## src/rtl/serial_add_sub_unit.sv

```systemverilog
// rtl/serial_add_sub_unit.sv - bit-serial adder/subtractor with accumulator
module serial_add_sub_unit #(
  parameter int WIDTH = 8
) (
  input  logic             clk,
  input  logic             rst,
  input  logic             in_valid,
  output logic             in_ready,
  input  logic [WIDTH-1:0] a,
  input  logic [WIDTH-1:0] b,
  input  logic [1:0]       mode,
  input  logic             cin,
  output logic             out_valid,
  input  logic             out_ready,
  output logic [WIDTH-1:0] sum,
  output logic             cout,
  output logic             ovf,
  output logic             busy
);

  localparam int CW = (WIDTH > 1) ? $clog2(WIDTH) : 1;

  typedef enum logic [1:0] {IDLE, RUN, DONE} state_t;

  state_t           state;
  state_t           state_nxt;
  logic [CW-1:0]    bit_cnt;
  logic [WIDTH-1:0] a_reg;
  logic [WIDTH-1:0] b_reg;
  logic [WIDTH-1:0] acc;
  logic [WIDTH-1:0] sum_reg;
  logic [WIDTH-1:0] sum_nxt;
  logic [WIDTH-1:0] op_a;
  logic [WIDTH-1:0] op_b;
  logic [1:0]       mode_reg;
  logic             carry;
  logic             cout_reg;
  logic             ovf_reg;
  logic             in_fire;
  logic             last_bit;
  logic             fa_a;
  logic             fa_b;
  logic             fa_s;
  logic             fa_c;

  assign in_fire  = in_valid && in_ready;
  assign last_bit = (bit_cnt == CW'(WIDTH - 1));

  // mode[1] selects the accumulator as operand A, mode[0] selects subtraction
  assign op_a = mode_reg[1] ? acc : a_reg;
  assign op_b = mode_reg[0] ? ~b_reg : b_reg;
  assign fa_a = op_a[bit_cnt];
  assign fa_b = op_b[bit_cnt];
  assign fa_s = fa_a ^ fa_b ^ carry;
  assign fa_c = (fa_a & fa_b) | (carry & (fa_a ^ fa_b));

  always_comb begin
    sum_nxt          = sum_reg;
    sum_nxt[bit_cnt] = fa_s;
  end

  always_ff @(posedge clk) begin
    if (rst) begin
      state <= IDLE;
    end else begin
      state <= state_nxt;
    end
  end

  always_comb begin
    state_nxt = state;
    case (state)
      IDLE:    if (in_fire) state_nxt = RUN;
      RUN:     if (last_bit) state_nxt = DONE;
      DONE:    if (out_ready) state_nxt = IDLE;
      default: state_nxt = IDLE;
    endcase
  end

  always_comb begin
    in_ready  = (state == IDLE);
    out_valid = (state == DONE);
    busy      = (state != IDLE);
  end

  always_ff @(posedge clk) begin
    if (rst) begin
      a_reg    <= '0;
      b_reg    <= '0;
      mode_reg <= '0;
      acc      <= '0;
      sum_reg  <= '0;
      bit_cnt  <= '0;
      carry    <= 1'b0;
      cout_reg <= 1'b0;
      ovf_reg  <= 1'b0;
    end else if (in_fire) begin
      a_reg    <= a;
      b_reg    <= b;
      mode_reg <= mode;
      carry    <= mode[0] ? 1'b1 : cin;
      bit_cnt  <= '0;
    end else if (state == RUN) begin
      sum_reg <= sum_nxt;
      carry   <= fa_c;
      if (last_bit) begin
        bit_cnt  <= '0;
        cout_reg <= fa_c;
        // carry still holds the carry into the MSB here
        ovf_reg  <= carry ^ fa_c;
        if (mode_reg[1]) acc <= sum_nxt;
      end else begin
        bit_cnt <= bit_cnt + 1'b1;
      end
    end
  end

  assign sum  = sum_reg;
  assign cout = cout_reg;
  assign ovf  = ovf_reg;

endmodule

```

## config.mk

```make
export PLATFORM = sky130hd
export DESIGN_NAME = serial_add_sub_unit
export DESIGN_NICKNAME = d
export VERILOG_FILES = /design/src/rtl/serial_add_sub_unit.sv
export SDC_FILE = /design/constraint.sdc
export NUM_CORES = 1
export LEC_CHECK = 0
export ABC_AREA = 1
export BUFFER_PORTS_ARGS = -buffer_cell sky130_fd_sc_hd__buf_2
export CAP_MARGIN = 20
export CORE_MARGIN = 5
export CORE_UTILIZATION = 34
export CTS_CLUSTER_DIAMETER = 100
export DETAILED_ROUTE_END_ITERATION = 7
export PLACE_DENSITY = 0.61
export REMOVE_ABC_BUFFERS = 1
export SETUP_SLACK_MARGIN = 0.02
export SYNTH_ARGS = -nofsm -noshare
export SYNTH_HDL_FRONTEND = slang
export SYNTH_SLANG_ARGS = --single-unit
```

## constraint.sdc

```tcl
create_clock -name clk -period 2.3 [get_ports clk]
set_input_delay 0.46 -clock clk [delete_from_list [all_inputs] [get_ports clk]]
set_output_delay 0.46 -clock clk [all_outputs]
set_load 0.02 [all_outputs]
```

**Yosys cells after proc, flatten, opt, wreduce, memory -nomap -nowiden**

Index checks and enable logic that the tools add are counted.
W data, S select, Z words.

- Logic and storage cells: 54
- Register bits: 42
- Output and inout bits: 13
- Bits of input ports: 23

- Multiplexer cells: 17
- Reduce and logical (&&, ||, !) cells: 10
- Equal/unequal tests: 6
- Add/subtract/negate cells: 1
- Bitwise operators: 8
- $lt $le $gt $ge: 2

Operators by type and width:

| kind | number |
|---|---|
| $mux W8 | 2 |
| $bwmux W8 | 1 |
| $not A8 Y8 | 1 |
| $bmux W1 S3 | 2 |
| $mux W1 | 6 |
| $mux W2 | 3 |
| $pmux W2 S3 | 1 |
| $reduce_and A3 Y1 | 2 |
| $lt A3 B4 Y1 const B | 1 |
| $ne A2 B1 Y1 const B | 2 |
| $reduce_and A4 Y1 | 1 |
| $reduce_bool A2 Y1 | 2 |
| $add A3 B1 Y3 const B | 1 |
| $demux W1 S3 | 1 |
| $eq A3 B3 Y1 const B | 1 |
| $ge A3 B1 Y1 const B | 1 |
| $mux W3 | 1 |
| $xor A1 B1 Y1 | 3 |
| $and A1 B1 Y1 | 2 |
| $eq A2 B1 Y1 const B | 1 |
| $eq A2 B2 Y1 const B | 1 |
| $logic_and A1 B1 Y1 | 2 |
| $logic_not A2 Y1 | 1 |
| $ne A2 B2 Y1 const B | 1 |
| other kinds (4) | 4 |

**Longest topological paths before layout**

- Depth in word-level cells: 9
- Depth in mapped cells: 15
- Mapped depth without buffers: 14

**Worst setup path before layout**

No wires, ideal clock.

- Path kind: reg2reg
- Start: register bit_cnt[0]
- End: register sum_reg[7], in the netlist sum[7]
- Data required time: 2185 ps
- Path buffers: 1
- Data arrival time: 1904 ps
- Path slack: 281 ps
- Cell stages (with the launch flop): 16
- Period minus slack after synthesis: 2019 ps
- Setup time: 115 ps
- Cell sequence: dfxtp_1 buf_2 inv_2 nand2_1 nand3_1 nand2_1 inv_1 nand2_1 nand2_1 nand2_1 fa_1 inv_1 nand2_1 o21ai_0 o21ai_0 inv_1

- Longest elaborated chain between the ends: 5
- Elaborated cells between the ends (all ways): 12
- Classes of those cells: order compare: 2; mux: 7; bitwise: 2; reduce/logical: 1

Ends and longest elaborated chain:

| element | line | RTL |
|---|---|---|
| from (decl) | 27 | `logic [CW-1:0] bit_cnt;` |
| from (signal assigned) | 113 | `bit_cnt <= bit_cnt + 1'b1;` |
| $lt A3 B4 Y1 (implied by the code) (tied with other cells) | 59 | `sum_nxt[bit_cnt] = fa_s;` |
| $logic_and A1 B1 Y1 (implied by the code) (tied with other cells) | 59 |  |
| $mux W1 (implied by the code) or $xor A1 B1 Y1 (tied branches) | 59, 54 |  |
| $demux W1 S3 or $xor A1 B1 Y1 (tied branches) | 59, 54 |  |
| $bwmux W8 (*) | 59 |  |
| to (signal assigned) | 104 | `sum_reg <= sum_nxt;` |
| to (decl) | 31 | `logic [WIDTH-1:0] sum_reg;` |

Mark *: on every way between the ends. The rest lies on a longest branch, timed or not. The select of a mux whose other input is x is not followed.
A chain may end at the register's enable or synchronous reset.

**Worst setup path after layout**

- Start: register bit_cnt[1]
- End: register sum_reg[7], in the netlist sum[7]

The elaborated chain is that of the path after synthesis.

==> results_dict.tcl <==
set metrics [dict create \
    dieHeight_um 86.7 \
    worstRegToRegCells 13 \
    class_of_the_most_critical_hold_timing_path "in2reg" \
    critPathTopFamily "simple AND/OR/NAND/NOR gates" \
    synth-warning-count 0 \
    setup_viol_count_final 0 \
    initialDrtViolationCount 114 \
    cts.path.max_buffers 2 \
    drcViolationCount 0 \
    overall_routing_resource_usage_pct 13.3 \
    synth_largest_type_area_fraction_pct 42.1 \
    half_perimeter_wire_length_of_the_detailed_placement_result_um 3550 \
    antenna_found_initial 0 \
    layout.cells.non_filler 402 \
    clkPwrFrac_pct 29.0 \
    comb_power_share_pct 18.2 \
    ys_ff_latch 42 \
    outcome "complete, no violations" \
    worst_ep_arrival_time_ns 2.29 \
    crit_path_max_incr_delay_ns 0.57 \
    worst_setup_path_end_kind "flop" \
    crit_slowest_cell "sky130_fd_sc_hd__fa_2" \
    period_share_pct 91.4 \
    max_slew.worst_pin.slew_ns 0.483 \
    mostFrequentLayoutCells "61 x sky130_fd_sc_hd__nand2_1, 55 x sky130_fd_sc_hd__nor2_1, 41 x sky130_fd_sc_hd__o21ai_0" \
    critPathKind "reg2reg" \
    final_period_minus_worst_setup_slack_ns 2.10 \
    core_region_area_um2 5820 \
    worst_hold_path.num_cells 3 \
    clk_latency_ns 0.29 \
    drt_wl_cell_um 11.5 \
    ant_nets 0 \
    leakage_nw 1.07 \
    placement.io_buffers 35 \
    die-area_um2 7510 \
    final_max_slew_viol_count 0 \
    floorplan.initialDensity_pct 34.4 \
    dp_cells 395 \
    h-tree-depth 2 \
    rsz_0062_raised_after_global_routing "true" \
    cts-buffers-inserted 5 \
    design.final.nets 353 \
    critical_path.cell_chain "inv_1 > nor2_2 > nand2_1 > nor2_1 > nor2_1 > nand2_1 > nor2_1 > fa_2 > inv_1 > nand2_1 > o21ai_0 > o21ai_1 > inv_1" \
    highest_layer "met4" \
    numClockSinks 42 \
    sequential_cell_area_um2 853 \
    slew_headroom_pct 67.7 \
    viasPerCell 4.54 \
    routed-wl-met2_um 2090 \
    overflow 0 \
    fin_setup_tns_ns 0 \
    area_taken_by_multi_input_logic_gates_um2 970 \
    clk_root_buffer_cell "sky130_fd_sc_hd__clkbuf_8" \
    netlist_instances 292 \
    cts_tree "built" \
    fmaxAchievable_ghz 0.475 \
    synth_sequential_area_ratio_pct 42.1 \
    first_global_vias 1734 \
    crit_cells 13 \
    ys_types 22 \
    power.ir.vdd_worst_mv 0.262 \
    worst_setup_path_start_kind "flop" \
    power-per-cell-area_nw_per_um2 654 \
    worst_setup_hold_path_clk_slew_ns 0.07 \
    syn-cell-area_um2 2000 \
    vias 1826 \
    yosysTopAreaCell "sky130_fd_sc_hd__dfxtp_1" \
    synth.avg_cell_area_um2 6.85 \
    wirelength_um 4610 \
    path_buf_inv 3 \
    grt_max_degree 19 \
    globalplace.congestion 0.893 \
    cells_taking_the_most_area_after_synthesis "sky130_fd_sc_hd__dfxtp_1 42%, sky130_fd_sc_hd__nand2_1 12%, sky130_fd_sc_hd__nor2_1 11%" \
    worstPathMaxFanout 6 \
    p_int_mw 1.08 \
    power.switching_fraction_pct 28.8 \
    hold_violation_total_from_the_final_report 0 \
    area_growth_syn_to_fin_pct 16.1 \
    layout.cells.most_common "sky130_fd_sc_hd__nand2_1" \
    post_cts_buffers 0 \
    grt_pass1_wl_um 7930 \
    seqPwrFrac_pct 52.8 \
    route.met3.wl_um 247 \
    switching_power_uw 438 \
    num_rows 28 \
    chipWidth_um 86.7 \
    antennaDiodeCount 0 \
    fillerInstances 658 \
    met1Wirelength_um 2240 \
    floorplan.io_pins 36 \
    firstDrtPassIters 4 \
    max_cap_violations 0 \
    worst_ep_required_time_ns 2.49 \
    finClkSkew_ns 0.00203 \
    drive_gt1_share_pct 19.6 \
]
[cells in the mapped netlist]
master / number
sky130_fd_sc_hd__dfxtp_1: 42
sky130_fd_sc_hd__inv_1: 30
sky130_fd_sc_hd__nand3_1: 8
sky130_fd_sc_hd__fa_1: 1
sky130_fd_sc_hd__clkbuf_1: 3
sky130_fd_sc_hd__xnor2_1: 1
sky130_fd_sc_hd__o21ai_0: 42
sky130_fd_sc_hd__inv_2: 1
sky130_fd_sc_hd__nor2_1: 56
sky130_fd_sc_hd__nor2_2: 4
sky130_fd_sc_hd__clkinv_2: 1
sky130_fd_sc_hd__a211oi_2: 1
sky130_fd_sc_hd__buf_1: 1
sky130_fd_sc_hd__o21ai_1: 4
sky130_fd_sc_hd__nand2_1: 62
sky130_fd_sc_hd__buf_6: 4
sky130_fd_sc_hd__buf_2: 3
sky130_fd_sc_hd__a21oi_1: 19
sky130_fd_sc_hd__ha_1: 2
sky130_fd_sc_hd__o211a_1: 1
sky130_fd_sc_hd__nand2_2: 3
sky130_fd_sc_hd__nor2_4: 3
[what timing repair did]
item,CTS,global route
endpoints found under the setup margin,1,12
hold buffers,0,0
resized for setup,1,11
[power groups by stage]
| stage | Clock [mW] | Sequential, mW | Combinational (mW) |
|---|---|---|---|
| after floorplan | 0 | 0.830 | 0.170 |
| after global placement | 0 | 0.821 | 0.274 |
| after detailed placement | 0 | 0.821 | 0.278 |
| after CTS | 0.454 | 0.804 | 0.279 |
| after global routing | 0.485 | 0.809 | 0.323 |
| final | 0.440 | 0.802 | 0.277 |
[kinds of logic (layout without fill, tap and decap cells)]
logic type,count (synthesis),count (layout),synth area share [%]
buf+inv,43,78,9.82
simple gates,136,136,28.0
flops,42,42,42.1
xor+xnor,1,1,0.438
compound gates,67,67,17.4
fa+ha+maj,3,3,2.25
[area by class of cell]
| class | count | share of cell area [%] |
|---|---|---|
| Sequential cell | 42 | 36.7 |
| Clock buffer | 7 | 3.29 |
| Tap cell | 75 | 4.04 |
| Inverter | 32 | 5.33 |
| Multi-Input combinational cell | 207 | 41.8 |
| Timing Repair Buffer | 39 | 8.84 |
[routing by layer]
metal / up-vias / GRT usage (%)
met5: - / 0
met1: 796 / 17.5
met3: 4 / 3.61
li1: 989 / -
met2: 37 / 21.5
met4: 0 / 3.82
[worst register-to-register path, cell delays in order, from the launching register on]
cell and delay [ns]:
sky130_fd_sc_hd__dfxtp_4 0.38, sky130_fd_sc_hd__inv_1 0.08, sky130_fd_sc_hd__nor2_2 0.15, sky130_fd_sc_hd__nand2_1 0.11
sky130_fd_sc_hd__nor2_1 0.11, sky130_fd_sc_hd__nor2_1 0.05, sky130_fd_sc_hd__nand2_1 0.05, sky130_fd_sc_hd__nor2_1 0.05
sky130_fd_sc_hd__fa_2 0.57, sky130_fd_sc_hd__inv_1 0.08, sky130_fd_sc_hd__nand2_1 0.06, sky130_fd_sc_hd__o21ai_0 0.12
sky130_fd_sc_hd__o21ai_1 0.14, sky130_fd_sc_hd__inv_1 0.05
[through the flow]
step	hold WS, ns	total power [mW]	instance area, µm²	utilization [%]	worst slack, ns
3_3_place_gp	0.452	1.09	2220	38.2	0.0711
4_1_cts	0.405	1.54	2300	39.6	0.0531
6_report	0.414	1.52	2320	39.9	0.197
5_1_grt	0.416	1.62	2320	39.9	0.0157
3_5_place_dp	0.459	1.10	2220	38.2	0.00151
2_1_floorplan	0.431	0.999	1920	-	0.251
[final timing paths]
kind                   end  slack (ns)       start
setup / recovery    sum[7]        0.20  bit_cnt[1]
hold / removal    a_reg[7]        0.41        a[7]
setup reg to reg    sum[7]        0.20  bit_cnt[1]
hold reg to reg   a_reg[1]        0.46    a_reg[1]
Power figures use the tool's default switching activity.
